$ cat config.mk
export PLATFORM = sky130hd
export DESIGN_NAME = regfile_rd_arbiter_flat
export DESIGN_NICKNAME = d
export VERILOG_FILES = /design/src/rtl/regfile_rd_arbiter_if.sv /design/src/rtl/regfile_rd_arbiter.sv /design/src/flat_wrapper.sv
export SDC_FILE = /design/constraint.sdc
export NUM_CORES = 1
export LEC_CHECK = 0
export ABC_CLOCK_PERIOD_IN_PS = 900
export BUFFER_PORTS_ARGS = -buffer_cell sky130_fd_sc_hd__buf_2
export CAP_MARGIN = 5
export CORE_ASPECT_RATIO = 0.7
export CORE_UTILIZATION = 21
export DETAILED_ROUTE_END_ITERATION = 10
export PLACE_DENSITY = 0.85
export SLEW_MARGIN = 20
export SYNTH_ARGS = -nofsm -noshare
export SYNTH_HDL_FRONTEND = slang
export SYNTH_SLANG_ARGS = --single-unit
export TNS_END_PERCENT = 10
$ cat constraint.sdc
create_clock -name AXI_aclk -period 0.9 [get_ports AXI_aclk]
set_input_delay 0.045 -clock AXI_aclk [delete_from_list [all_inputs] [get_ports AXI_aclk]]
set_output_delay 0.045 -clock AXI_aclk [all_outputs]
set_load 0.01 [all_outputs]
$ cat src/rtl/regfile_rd_arbiter_if.sv
// Requester-side and register-file-side signals of one shared register-file read port.
// The slave modport is the arbiter's view; the master modport is the environment's view.
interface regfile_rd_arbiter_if #(
  parameter int unsigned NUM_REQ            = 2,
  parameter int unsigned REGFILE_ADDR_WIDTH = 8,
  parameter int unsigned REGFILE_DATA_WIDTH = 32
);
  logic [NUM_REQ-1:0]                    req;
  logic [NUM_REQ*REGFILE_ADDR_WIDTH-1:0] req_addr;
  logic [NUM_REQ-1:0]                    req_lock;
  logic [NUM_REQ-1:0]                    gnt;
  logic [NUM_REQ-1:0]                    rvalid;
  logic [REGFILE_DATA_WIDTH-1:0]         rdata;
  logic                                  busy;
  logic                                  regFile_readEnable;
  logic [REGFILE_ADDR_WIDTH-1:0]         regFile_readAddr;
  logic [REGFILE_DATA_WIDTH-1:0]         regFile_readData;

  modport slave (
    input  req, req_addr, req_lock, regFile_readData,
    output gnt, rvalid, rdata, busy, regFile_readEnable, regFile_readAddr
  );

  modport master (
    output req, req_addr, req_lock, regFile_readData,
    input  gnt, rvalid, rdata, busy, regFile_readEnable, regFile_readAddr
  );
endinterface

$ cat src/rtl/regfile_rd_arbiter.sv
// Round-robin arbiter sharing one register-file read port among NUM_REQ requesters.
// Define RD_ARB_LOCK_EN to honour req_lock (LOCKED state); otherwise req_lock is ignored.
module regfile_rd_arbiter #(
  parameter int unsigned NUM_REQ            = 2,
  parameter int unsigned REGFILE_ADDR_WIDTH = 8,
  parameter int unsigned REGFILE_DATA_WIDTH = 32,
  parameter int unsigned RD_LATENCY         = 1
) (
  input logic                AXI_aclk,
  input logic                AXI_areset,
  regfile_rd_arbiter_if.slave bus
);

  localparam int unsigned IdW = $clog2(NUM_REQ);
  typedef logic [IdW-1:0] id_t;

  typedef enum logic [0:0] {StArb, StLocked} state_e;

  state_e                state_q;
  id_t                   rr_ptr_q;
  id_t                   owner_q;
  logic                  out_en_q;
  logic [RD_LATENCY-1:0] pipe_vld_q;
  id_t                   pipe_id_q [RD_LATENCY];

  logic win_vld;
  id_t  win_id;
  id_t  scan_id;
  logic grant;
  id_t  next_ptr;
  logic out_vld;

  always_comb begin
    win_vld = 1'b0;
    win_id  = '0;
    scan_id = '0;
    for (int unsigned k = 0; k < NUM_REQ; k++) begin
      scan_id = id_t'((32'(rr_ptr_q) + k) % NUM_REQ);
      if (!win_vld && bus.req[scan_id] && (state_q == StArb || scan_id == owner_q)) begin
        win_vld = 1'b1;
        win_id  = scan_id;
      end
    end
  end

  // out_en_q keeps every output quiet during the first cycle after reset release.
  assign grant    = win_vld && out_en_q && !AXI_areset;
  assign next_ptr = (win_id == id_t'(NUM_REQ - 1)) ? '0 : win_id + id_t'(1);
  assign out_vld  = pipe_vld_q[RD_LATENCY-1] && !AXI_areset;

  always_comb begin
    bus.gnt    = '0;
    bus.rvalid = '0;
    for (int unsigned i = 0; i < NUM_REQ; i++) begin
      bus.gnt[i]    = grant && (win_id == id_t'(i));
      bus.rvalid[i] = out_vld && (pipe_id_q[RD_LATENCY-1] == id_t'(i));
    end
    bus.regFile_readEnable = grant;
    bus.regFile_readAddr   = grant ?
        bus.req_addr[32'(win_id)*REGFILE_ADDR_WIDTH +: REGFILE_ADDR_WIDTH] : '0;
    bus.rdata = out_vld ? bus.regFile_readData : '0;
    bus.busy  = !AXI_areset && (state_q == StLocked || |pipe_vld_q);
  end

  always_ff @(posedge AXI_aclk) begin
    if (AXI_areset) begin
      state_q    <= StArb;
      rr_ptr_q   <= '0;
      owner_q    <= '0;
      out_en_q   <= 1'b0;
      pipe_vld_q <= '0;
      for (int unsigned i = 0; i < RD_LATENCY; i++) begin
        pipe_id_q[i] <= '0;
      end
    end else begin
      out_en_q      <= 1'b1;
      pipe_vld_q[0] <= grant;
      pipe_id_q[0]  <= win_id;
      for (int unsigned i = 1; i < RD_LATENCY; i++) begin
        pipe_vld_q[i] <= pipe_vld_q[i-1];
        pipe_id_q[i]  <= pipe_id_q[i-1];
      end
`ifdef RD_ARB_LOCK_EN
      unique case (state_q)
        StArb: begin
          if (grant) begin
            rr_ptr_q <= next_ptr;
            if (bus.req_lock[win_id]) begin
              state_q <= StLocked;
              owner_q <= win_id;
            end
          end
        end
        StLocked: begin
          // Release on the last locked read, or when the owner walks away without reading.
          if (grant) begin
            if (!bus.req_lock[owner_q]) state_q <= StArb;
          end else if (!bus.req[owner_q]) begin
            state_q <= StArb;
          end
        end
        default: state_q <= StArb;
      endcase
`else
      if (grant) rr_ptr_q <= next_ptr;
`endif
    end
  end

`ifndef RD_ARB_LOCK_EN
  logic unused_req_lock;
  assign unused_req_lock = ^bus.req_lock;
`endif

endmodule

$ cat src/flat_wrapper.sv
// flat-port wrapper written by rule: the top's interface ports become plain ports
module regfile_rd_arbiter_flat 
#(
  parameter int unsigned NUM_REQ            = 2,
  parameter int unsigned REGFILE_ADDR_WIDTH = 8,
  parameter int unsigned REGFILE_DATA_WIDTH = 32,
  parameter int unsigned RD_LATENCY         = 1
)
  (AXI_aclk, AXI_areset, bus_req, bus_req_addr, bus_req_lock, bus_regFile_readData, bus_gnt, bus_rvalid, bus_rdata, bus_busy, bus_regFile_readEnable, bus_regFile_readAddr);
  regfile_rd_arbiter_if #(.NUM_REQ(NUM_REQ), .REGFILE_ADDR_WIDTH(REGFILE_ADDR_WIDTH), .REGFILE_DATA_WIDTH(REGFILE_DATA_WIDTH)) bus_i ();
  input logic AXI_aclk;
  input logic AXI_areset;
  input wire logic [$bits(bus_i.req)-1:0] bus_req;
  input wire logic [$bits(bus_i.req_addr)-1:0] bus_req_addr;
  input wire logic [$bits(bus_i.req_lock)-1:0] bus_req_lock;
  input wire logic [$bits(bus_i.regFile_readData)-1:0] bus_regFile_readData;
  output wire logic [$bits(bus_i.gnt)-1:0] bus_gnt;
  output wire logic [$bits(bus_i.rvalid)-1:0] bus_rvalid;
  output wire logic [$bits(bus_i.rdata)-1:0] bus_rdata;
  output wire logic [$bits(bus_i.busy)-1:0] bus_busy;
  output wire logic [$bits(bus_i.regFile_readEnable)-1:0] bus_regFile_readEnable;
  output wire logic [$bits(bus_i.regFile_readAddr)-1:0] bus_regFile_readAddr;
  assign bus_i.req = bus_req;
  assign bus_i.req_addr = bus_req_addr;
  assign bus_i.req_lock = bus_req_lock;
  assign bus_i.regFile_readData = bus_regFile_readData;
  assign bus_gnt = bus_i.gnt;
  assign bus_rvalid = bus_i.rvalid;
  assign bus_rdata = bus_i.rdata;
  assign bus_busy = bus_i.busy;
  assign bus_regFile_readEnable = bus_i.regFile_readEnable;
  assign bus_regFile_readAddr = bus_i.regFile_readAddr;
  regfile_rd_arbiter #(.NUM_REQ(NUM_REQ), .REGFILE_ADDR_WIDTH(REGFILE_ADDR_WIDTH), .REGFILE_DATA_WIDTH(REGFILE_DATA_WIDTH), .RD_LATENCY(RD_LATENCY)) u_core (.AXI_aclk(AXI_aclk), .AXI_areset(AXI_areset), .bus(bus_i));
endmodule
# == Word-level counts from Yosys, hierarchy flattened ==
# Memory sizes are Yosys's and may differ from the RTL's.
# Cells that the tools add are included.
# op_classes
bitwise_logic,2
n_shift,1
n_reduce_logical,11
addsub,2
magnitude_cmp,2
muxes,16
# op_table
operator,count
$mux 32,1
$shiftx 16x5->8,1
$mux 1,14
$logic_and 1x1->1,8
$mux 8,1
$lt 1x2->1 const B,2
$add 1x1->1 const B,2
$logic_not 1->1,2
$not 1->1,2
$reduce_or 1->1,1
# totals
mem_count,1
ff_bits,3
out_inout_bits,46
word_cells,38
ramBits,1
input_bits,54
# mem_list
name,depth,word_bits,rd,rd_clocked_by_memory_dff,write_ports,line_no,text
u_core.pipe_id_q,1,1,1,0,1,regfile_rd_arbiter.sv:24,id_t pipe_id_q [RD_LATENCY];

# == Logic depth before layout (Yosys ltp) ==
# Gate-level depths: netlist of run 1.
# depth
word_depth,9
depth_mapped,3
depth_no_buf,3

# == Worst setup path after synthesis of run 1 ==
# Ideal clock, no wire load.
# synth_timing
kind,reg-to-output
start,reg u_core.out_en_q
end,out bus_regFile_readAddr[0]
arrival_time_ns,1.075
required_ns,0.855
n_path_buf,0
setup_slack_ns,-0.220
path_stages_with_launch,4
cell_sequence,dfxtp_1 > nand2b_4 > a211oi_4 > a22o_1
# synth_between
elab_chain_len,3
# synth_rtl
item,line_no,text
start: declaration,regfile_rd_arbiter.sv:22,logic out_en_q;
start signal: assignment,regfile_rd_arbiter.sv:70,out_en_q <= 1'b0;
start signal: assignment,regfile_rd_arbiter.sv:76,out_en_q <= 1'b1;
$logic_and 1x1->1 (2 in a row),regfile_rd_arbiter.sv:47,assign grant = win_vld && out_en_q && !AXI_areset;
$mux 8,regfile_rd_arbiter.sv:59,bus.regFile_readAddr = grant ?
end: declaration,flat_wrapper.sv:22,output wire logic [$bits(bus_i.regFile_readAddr)-1:0] bus_regFile_readAddr;
# Every way passes these cells.

# == Worst setup path in the final report of run 1 ==
# layout_timing
start,reg u_core.out_en_q
end,out bus_regFile_readAddr[2]
# Same word-level chain as after synthesis.

==> impl_metrics.csv, run 1 <==
group,metric,value,unit
hold_path,hold_end,"u_core.out_en_q",
global_route,grt_pass1_vias,684,
die,num_rows,14,
power,power,771,µW
synthesis,synth_common_cells,"and2_1 (33), a22o_1 (8), dfxtp_1 (4), inv_1 (3), nor2b_1 (3)",
die,dieArea,2460,µm²
sta,worstMarginPinSlew,0.201,ns
power,power_leakage,0.743,nW
cells_and_area,area_growth_syn_to_layout,145,%
clocking,cts_inserted_buffers,3,
global_route,grt_usage,15.5,%
cells_and_area,fin_util,54.4,%
placement,place.gp.congestion,0.724,
setup_path,r2r_slack,-0.13,ns
setup_path,crit_slowest_cell,"dfxtp_2",
placement,placed_cells,197,
clocking,clk_pin_slew,0.04,ns
synthesis,syn_avg_cell_area,7.67,µm²
setup_path,crit_arrival,1.28,ns
synthesis,synth_edf_count,0,
routing,routed-via-count,811,
hold_path,min_from,"AXI_areset",
routing,drt_iter0_drc,32,
synthesis,ys_types,14,
cells_and_area,instances_no_fill,203,
setup_path,worstPathCellList,"nand2b_4 > a211oi_4 > buf_6 > a22o_1 > buf_2",
die,core-area,2140,µm²
setup_path,critPathCaptureType,"output port",
hold_path,hold_path.class,"in -> reg",
setup_path,path_max_fanout,9,
synthesis,synth-seq-area-share,16.8,%
job,cap_violations,0,
routing,routed_wl,1930,µm
setup_path,reg2regPathDepth,5,
die,die_h,41.8,µm
sta,slew_headroom,86.5,%
routing,drcViolationCount,0,
synthesis,syn_area,475,µm²
die,io_pins,100,
synthesis,ys.flop_type,"dfxtp_1",
routing,ant_nets,0,
hold_path,holdPathStages,4,
sta,fin_crit_sh,147,%
clocking,cts_max_level,1,
cells_and_area,nFillCells,211,
power,ir_worst_vdd,0.371,mV
clocking,numClockSinks,4,
sta,setup_viol,47,
synthesis,syn_inst,62,
cells_and_area,multi_input_area,400,µm²
setup_path,path_buf_inv,2,
sta,min_period,1.32,ns
routing,drt-pass1-iter-count,4,
setup_path,required,0.85,ns
clocking,worstSkewPairLatency,0.24,ns
status,violations,"setup timing",
placement,hpwl,1650,µm
global_route,grt.overflow.total,0,
synthesis,synth_nets,116,
setup_path,r2r_start,"u_core.out_en_q",
cells_and_area,diodes,0,
synthesis,synth.most_common_cell,"and2_1",
setup_path,path_class,"reg -> out",
routing,vias_per_cell,4.00,
synthesis,synth_top_cell_by_area,"and2_1",
setup_path,crit_family,"compound AO/OA/AOI/OAI gates",
global_route,grt_pass1_wl,2950,µm
clocking,cts_tree,"yes",
die,initial_core_util,22.2,%
placement,port_buffers,97,
sta,finalHoldViolCount,0,
cells_and_area,fin_area,1160,µm²
synthesis,yosys_warnings,0,
global_route,grt_max_degree,20,
sta,slew_violations,0,
placement,placed_area,1060,µm²
sta,rsz0062_at_grt,"true",
sta,skew,0.00167,ns
synthesis,synth-async-reset-ratio,0,%
setup_path,cp_slowest_stage_delay,0.33,ns
setup_path,r2r_end,"u_core.rr_ptr_q",
clocking,clockBufferDepth,2,
sta,fmax,755,MHz
power,power.density,662,nW/µm²
global_route,antenna_found_initial,0,
clocking,cts_root_buf,"clkbuf_4",
setup_path,worst_setup_path_start_kind,"register",
cells_and_area,drive_above_1_share,71.3,%
sta,worst_slack,-0.424,ns
synthesis,synth_area_leaders,"and2_1 (43%), dfxtp_1 (17%), a22o_1 (15%), a211oi_4 (4.2%), nor2b_1 (3.9%)",
routing,wire_per_inst,9.49,µm
cells_and_area,regArea,86.3,µm²
synthesis,synth_top_cell_area_share,43.4,%
die,die_w,58.9,µm
synthesis,yosys_register_bits,4,
cells_and_area,num-nets-final,227,
status,status,"finished, violations left",
## per-layer routing
metal | share of wire [%] | GRT usage (%) | up-vias | routed length [µm]
met2 | 50 | 27.7 | 41 | 966
li1 | - | - | 421 | -
met5 | 0 | 0 | - | 0
met1 | 40 | 17.7 | 345 | 770
met3 | 8.3 | 3.43 | 4 | 160
met4 | 1.5 | 5.71 | 0 | 28
## logic make-up (layout without fill, tap and decap cells)
family / Yosys count / in the layout / synth area share [%]
AO/OA/AOI/OAI: 12 / 12 / 22.6
buffers and inverters: 6 / 115 / 5.00
flip-flops: 4 / 4 / 16.8
AND/OR/NAND/NOR: 40 / 40 / 55.5
## area by class of cell
type	instances	share of cell area, %
Timing Repair Buffer	109	51.8
Inverter	3	0.968
Multi-Input combinational cell	52	34.4
Tap cell	32	3.44
Sequential cell	4	7.42
Clock buffer	3	1.94
## timing repair
| item | 4_1_cts | 5_1_grt |
|---|---|---|
| hold buffers | 0 | 0 |
| pin swaps | 18 | 6 |
| endpoints found under the setup margin | 47 | 47 |
| buffers inserted | 3 | 0 |
| resized for setup | 11 | 5 |
## per-stage QoR
step / hold slack, ns / setup TNS, ns / worst slack [ns]
floorplan: 0.115 / -4.29 / -0.150
global placement: 0.372 / -3.09 / -0.202
detailed placement: 0.374 / -3.25 / -0.253
CTS: 0.198 / -12.24 / -0.404
global route: 0.210 / -15.44 / -0.483
finish: 0.203 / -11.77 / -0.424
## worst reg2reg max path: stages, from the launching register on
cell and delay, ns:
dfxtp_2 0.33, nand2b_4 0.08, a211oi_4 0.19, buf_6 0.16, buf_4 0.12, o21bai_1 0.09
## report_power, final
part / switching (mW) / internal (mW) / total, mW
sequential: 0.00933 / 0.190 / 0.199
clock: 0.0766 / 0.149 / 0.226
combinational: 0.143 / 0.203 / 0.346
## registers in the layout, summed over array words and instances, names as in the netlist
signal,flops
u_core.out_en_q,1
u_core.pipe_vld_q,1
u_core.rr_ptr_q,1
u_core.pipe_id_q,1
## how the worst max path moves through the flow
| stage | slack (ns) | cells after the start | end | from |
|---|---|---|---|---|
| floorplan | -0.15 | 3 | bus_regFile_readAddr[0] | u_core.out_en_q |
| global placement | -0.20 | 4 | bus_regFile_readAddr[2] | u_core.rr_ptr_q |
| detailed placement | -0.25 | 4 | bus_regFile_readAddr[2] | u_core.rr_ptr_q |
| CTS | -0.40 | 5 | bus_regFile_readAddr[2] | u_core.out_en_q |
| global route | -0.48 | 5 | bus_regFile_readAddr[2] | u_core.out_en_q |
| finish | -0.42 | 5 | bus_regFile_readAddr[2] | u_core.out_en_q |
## placed cells by master, fill, tap and decap left out
cell type	Yosys	final
clkbuf_4	0	3
a211oi_4	1	1
nor2b_2	0	1
nor3_4	1	1
nand2_1	1	1
a22o_1	8	8
buf_6	0	6
nand2b_4	1	1
a21oi_1	2	1
dfxtp_1	4	1
nor3_1	1	1
a21oi_4	0	1
nor2b_4	0	2
o21bai_1	1	1
and2_1	33	33
dfxtp_2	0	2
buf_4	0	8
dfxtp_4	0	1
inv_1	3	3
buf_2	1	95
Note: power is estimated with default switching activity, not from simulation.
==> run 2: changes to the inputs <==
==> constraint.sdc (replaced) <==
create_clock -name AXI_aclk -period 0.9 [get_ports AXI_aclk]
set_input_delay 0.18 -clock AXI_aclk [delete_from_list [all_inputs] [get_ports AXI_aclk]]
set_output_delay 0.18 -clock AXI_aclk [all_outputs]
set_load 0.01 [all_outputs]
==> impl_metrics.csv, run 2 (synthesis gave the netlist of run 1 again) <==
group,metric,value,unit
global_route,grt_pass1_vias,663,
setup_path,path_buf_inv,2,
clocking,cts_max_level,1,
clocking,cts_tree,"yes",
setup_path,r2r_end,"u_core.rr_ptr_q",
sta,slew_headroom,85.9,%
die,initial_core_util,22.2,%
status,status,"finished, violations left",
setup_path,r2r_start,"u_core.out_en_q",
sta,setup_viol,47,
sta,finalHoldViolCount,0,
placement,place.gp.congestion,0.686,
routing,drcViolationCount,0,
setup_path,worstPathCellList,"nand2b_4 > a211oi_4 > buf_6 > a22o_1 > buf_2",
sta,min_period,1.44,ns
routing,routed_wl,1890,µm
routing,drt-pass1-iter-count,4,
setup_path,crit_family,"flip-flops",
routing,drt_iter0_drc,23,
cells_and_area,instances_no_fill,200,
setup_path,crit_slowest_cell,"dfxtp_2",
global_route,grt_pass1_wl,2660,µm
placement,placed_cells,195,
power,power,770,µW
routing,wire_per_inst,9.47,µm
clocking,cts_inserted_buffers,3,
die,die_w,58.9,µm
placement,port_buffers,97,
sta,skew,0.00135,ns
hold_path,min_from,"AXI_areset",
die,die_h,41.8,µm
clocking,clockBufferDepth,2,
sta,worstMarginPinSlew,0.211,ns
setup_path,path_class,"reg -> out",
cells_and_area,num-nets-final,224,
power,power.density,670,nW/µm²
sta,rsz0062_at_grt,"true",
setup_path,worst_setup_path_start_kind,"register",
sta,slew_violations,0,
global_route,grt.overflow.total,0,
setup_path,r2r_slack,-0.15,ns
die,core-area,2140,µm²
cells_and_area,nFillCells,226,
cells_and_area,mostFrequentLayoutCells,"buf_2 (94), and2_1 (33), a22o_1 (8), buf_4 (6), buf_6 (4)",
cells_and_area,fin_util,53.8,%
hold_path,holdPathStages,3,
placement,hpwl,1520,µm
clocking,numClockSinks,4,
cells_and_area,final_common_cell,"buf_2",
die,io_pins,100,
sta,fin_crit_sh,160,%
clocking,worstSkewPairLatency,0.24,ns
global_route,grt_max_degree,36,
global_route,antenna_found_initial,0,
routing,ant_nets,0,
cells_and_area,regArea,85.1,µm²
job,cap_violations,0,
setup_path,required,0.72,ns
sta,worst_slack,-0.544,ns
cells_and_area,area_growth_syn_to_layout,142,%
die,dieArea,2460,µm²
setup_path,critPathCaptureType,"output port",
global_route,grt_usage,14.3,%
routing,vias_per_cell,3.97,
power,ir_worst_vdd,0.521,mV
cells_and_area,diodes,0,
status,violations,"setup timing",
cells_and_area,drive_above_1_share,69.0,%
setup_path,crit_arrival,1.26,ns
clocking,clk_pin_slew,0.04,ns
cells_and_area,multi_input_area,390,µm²
setup_path,reg2regPathDepth,5,
power,power_leakage,0.729,nW
routing,routed-via-count,794,
clocking,hold_buffers,0,
hold_path,hold_end,"u_core.out_en_q",
hold_path,hold_path.class,"in -> reg",
setup_path,path_max_fanout,9,
setup_path,cp_slowest_stage_delay,0.33,ns
die,num_rows,14,
sta,fmax,692,MHz
clocking,cts_root_buf,"clkbuf_4",
[run 2: report_power, final]
part	leakage (nW)	switching [mW]	internal (mW)
Clock	0.0138	0.0824	0.150
Sequential	0.0339	0.00931	0.189
Combinational	0.682	0.140	0.199
[run 2: what timing repair did]
action                                 4_1_cts  5_1_grt
gates resized for setup                      8        2
gates cloned                                 0        0
buffers inserted                             2        0
pin swaps                                    4        1
endpoints found under the hold margin        0        0
setup endpoints to repair                   47       47
[run 2: final cells by class]
type / instances / area share, %
multi-input cells: 52 / 33.9
flip-flops and latches: 4 / 7.40
well taps: 32 / 3.48
inverters: 3 / 0.979
repair buffers: 106 / 52.2
clock buffers: 3 / 1.96
[run 2: per-stage QoR]
step	worst slack [ns]	setup TNS, ns	area [µm²]	hold slack, ns
detailed placement	-0.409	-12.38	1050	0.472
global route	-0.624	-25.24	1150	0.239
finish	-0.544	-22.25	1150	0.223
floorplan	-0.284	-9.59	477	0.250
global placement	-0.377	-11.56	1050	0.472
CTS	-0.537	-22.83	1140	0.221
[run 2: worst max-delay path by stage]
stage,from,cells after the start,end,slack [ns]
4_1_cts,u_core.out_en_q,5,bus_regFile_readAddr[7],-0.54
5_1_grt,u_core.out_en_q,5,bus_regFile_readAddr[1],-0.62
3_5_place_dp,AXI_areset,5,bus_regFile_readAddr[3],-0.41
3_3_place_gp,AXI_areset,5,bus_regFile_readAddr[6],-0.38
2_1_floorplan,u_core.out_en_q,3,bus_regFile_readAddr[0],-0.28
6_report,u_core.out_en_q,5,bus_regFile_readAddr[6],-0.54
[run 2: per-layer routing]
metal	vias to the layer above	routed length (µm)	track usage, %
met5	-	0	0
met4	0	0	4.29
met3	0	214	5.30
met2	48	971	28.0
met1	331	708	13.5
li1	415	-	-
[run 2: tightest hold or removal path, stage by stage]
cell and delay, ns:
buf_2 0.10, buf_4 0.10, inv_1 0.04
==> run 3: changes to the inputs <==
ABC_AREA = 1   (was default)
CORE_UTILIZATION = 23   (was 21)
GPL_ROUTABILITY_DRIVEN = 1   (was default)
==> impl_metrics.csv, run 3 <==
group,metric,value,unit
status,status,"finished, violations left",
status,violations,"setup timing",
clocking,clk_pin_slew,0.03,ns
synthesis,synth_common_cells,"nor2_1 (40), inv_1 (37), nand2_1 (28), dfxtp_1 (4), buf_2 (3)",
setup_path,crit_arrival,1.22,ns
global_route,grt.overflow.total,0,
placement,place_ws,-0.280,ns
cells_and_area,drive_above_1_share,62.2,%
setup_path,worst_setup_path_start_kind,"register",
setup_path,crit_family,"simple AND/OR/NAND/NOR gates",
sta,rsz0062_at_grt,"true",
sta,finalHoldViolCount,0,
synthesis,synth_nets,174,
sta,worst_hold_slack,0.168,ns
routing,drcViolationCount,0,
clocking,cts_inserted_buffers,3,
sta,skew,0.000291,ns
setup_path,worstPathCellList,"inv_2 > nor2_2 > nand2_2 > nor2_4 > nand2_1 > nand2_2 > buf_6",
placement,port_buffers,97,
routing,vias_per_cell,3.87,
synthesis,synth_edf_count,0,
setup_path,cp-startpoint,"u_core.out_en_q",
setup_path,crit_end,"bus_regFile_readAddr[4]",
setup_path,path_buf_inv,2,
sta,slew_headroom,83.5,%
die,io_pins,100,
power,power_leakage,0.925,nW
hold_path,hold_path.class,"in -> reg",
die,num_rows,14,
clocking,cts_max_level,1,
global_route,grt_usage,14.4,%
power,switchingPower,269,µW
synthesis,synth-seq-area-share,14.7,%
synthesis,ys.flop_type,"dfxtp_1",
routing,drt-pass1-iter-count,4,
sta,worst_slack,-0.495,ns
sta,setup_viol,47,
routing,drt_iter0_drc,22,
job,cap_violations,0,
cells_and_area,area_growth_syn_to_layout,135,%
synthesis,syn_avg_cell_area,4.54,µm²
clocking,clockBufferDepth,2,
die,die_h,42.7,µm
die,initial_core_util,24.9,%
die,die_w,60.1,µm
sta,fmax,717,MHz
routing,routed-via-count,995,
power,power.density,634,nW/µm²
setup_path,path_max_fanout,5,
synthesis,yosys_register_bits,4,
setup_path,reg2regPathDepth,6,
setup_path,critPathCaptureType,"output port",
global_route,grt_max_degree,31,
placement,hpwl,1550,µm
power,power_frac_seq,24.2,%
setup_path,critPathMostFrequentCell,"nand2_2",
cells_and_area,mostFrequentLayoutCells,"buf_2 (89), inv_1 (36), nor2_1 (30), nand2_1 (17)",
setup_path,path_class,"reg -> out",
sta,setup_tns,-14.31,ns
clocking,numClockSinks,4,
routing,ant_nets,0,
setup_path,r2r_end,"u_core.rr_ptr_q",
cells_and_area,final_common_cell,"buf_2",
synthesis,synth.most_common_cell,"nor2_1",
routing,wire_per_inst,8.05,µm
synthesis,synth-async-reset-ratio,0,%
setup_path,cp_slowest_stage_delay,0.32,ns
sta,worstMarginPinSlew,0.247,ns
global_route,grt_pass1_vias,734,
synthesis,syn_inst,120,
setup_path,required,0.72,ns
synthesis,synth_area_leaders,"nor2_1 (28%), inv_1 (26%), nand2_1 (19%), dfxtp_1 (15%), nor2_4 (4.1%)",
synthesis,synth_top_cell_area_share,27.6,%
power,p_int,544,µW
sta,slew_violations,0,
cells_and_area,num-nets-final,281,
clocking,cts_root_buf,"clkbuf_4",
synthesis,synth_top_cell_by_area,"nor2_1",
synthesis,syn_area,544,µm²
global_route,antenna_found_initial,0,
clocking,worstSkewPairLatency,0.23,ns
setup_path,crit_slowest_cell,"dfxtp_2",
synthesis,yosys_warnings,0,
clocking,cts_tree,"yes",
die,core-area,2190,µm²
setup_path,r2r_slack,-0.04,ns
hold_path,holdPathStages,2,
routing,routed_wl,2070,µm
power,swShare,33.1,%
die,dieArea,2570,µm²
setup_path,cp_num_cells,7,
power,power,813,µW
placement,place.gp.congestion,0.682,
cells_and_area,nFillCells,235,
global_route,grt_pass1_wl,2910,µm
power,ir_worst_vdd,0.602,mV
cells_and_area,diodes,0,
power,clkPwrFrac,26.3,%
power,combPwrFrac,49.4,%
setup_path,r2r_start,"u_core.out_en_q",
synthesis,ys_types,11,
sta,fin_crit_sh,155,%
sta,min_period,1.40,ns
==> run 3: worst reg2reg max path: cells and delay by family, from the launching register on <==
family	cells	cell delay, ns
AO/OA/AOI/OAI	1	0.10
AND/OR/NAND/NOR	3	0.20
buffers and inverters	2	0.24
flip-flops	1	0.32
==> run 3: routing by layer <==
metal / global-route usage [%] / wire [µm] / vias up / part of all wire, %
met3: 3.35 / 129 / 0 / 6.2
met5: 0 / 0 / - / 0
li1: - / - / 534 / -
met4: 1.86 / 0 / 0 / 0
met2: 24.2 / 1080 / 34 / 52
met1: 19.0 / 863 / 427 / 42
==> run 3: worst min path at each step <==
stage | from | to | slack (ns)
CTS | AXI_areset | u_core.pipe_id_q[0] | 0.15
finish | AXI_areset | u_core.rr_ptr_q | 0.17
global placement | AXI_areset | u_core.rr_ptr_q | 0.40
floorplan | AXI_areset | u_core.rr_ptr_q | 0.25
global route | AXI_areset | u_core.pipe_id_q[0] | 0.18
detailed placement | AXI_areset | u_core.pipe_id_q[0] | 0.40
==> run 3: cell families (layout without fill, tap and decap cells) <==
family                 after synthesis  in the layout  share of synthesized area (%)
buffers and inverters               41            144                           29.0
DFF                                  4              4                           14.7
and+or+nand+nor                     73             75                           54.5
AOI/OAI and AO/OA                    2              2                           1.84
==> run 3: repair_timing <==
| action | CTS | global route |
|---|---|---|
| endpoints found under the setup margin | 47 | 48 |
| buffers inserted | 1 | 1 |
| cloned | 1 | 1 |
| gates resized for setup | 13 | 17 |
| hold buffers | 0 | 0 |
| pin swaps | 3 | 9 |
==> run 3: power groups by stage <==
| stage | combinational, mW | clock [mW] | sequential [mW] |
|---|---|---|---|
| final | 0.402 | 0.214 | 0.197 |
| after global routing | 0.445 | 0.234 | 0.198 |
| after CTS | 0.376 | 0.225 | 0.195 |
| after floorplan | 0.150 | 0 | 0.195 |
| after detailed placement | 0.336 | 0 | 0.197 |
| after global placement | 0.330 | 0 | 0.197 |
==> run 3: cell type report <==
type | count | area [µm²] | share of cell area, %
multi-input cells | 77 | 395 | 30.9
inverters | 38 | 143 | 11.1
well taps | 32 | 40.0 | 3.12
flip-flops and latches | 4 | 83.8 | 6.54
clock buffers | 3 | 22.5 | 1.76
repair buffers | 103 | 597 | 46.6
==> run 3: metrics by stage <==
stage                     instances  utilization (%)  instance area (µm²)
after floorplan                 120                -                  566
after global placement          250             51.1                 1120
after global routing            257             58.5                 1280
after CTS                       255             55.7                 1220
final                           257             58.5                 1280
after detailed placement        250             51.1                 1120
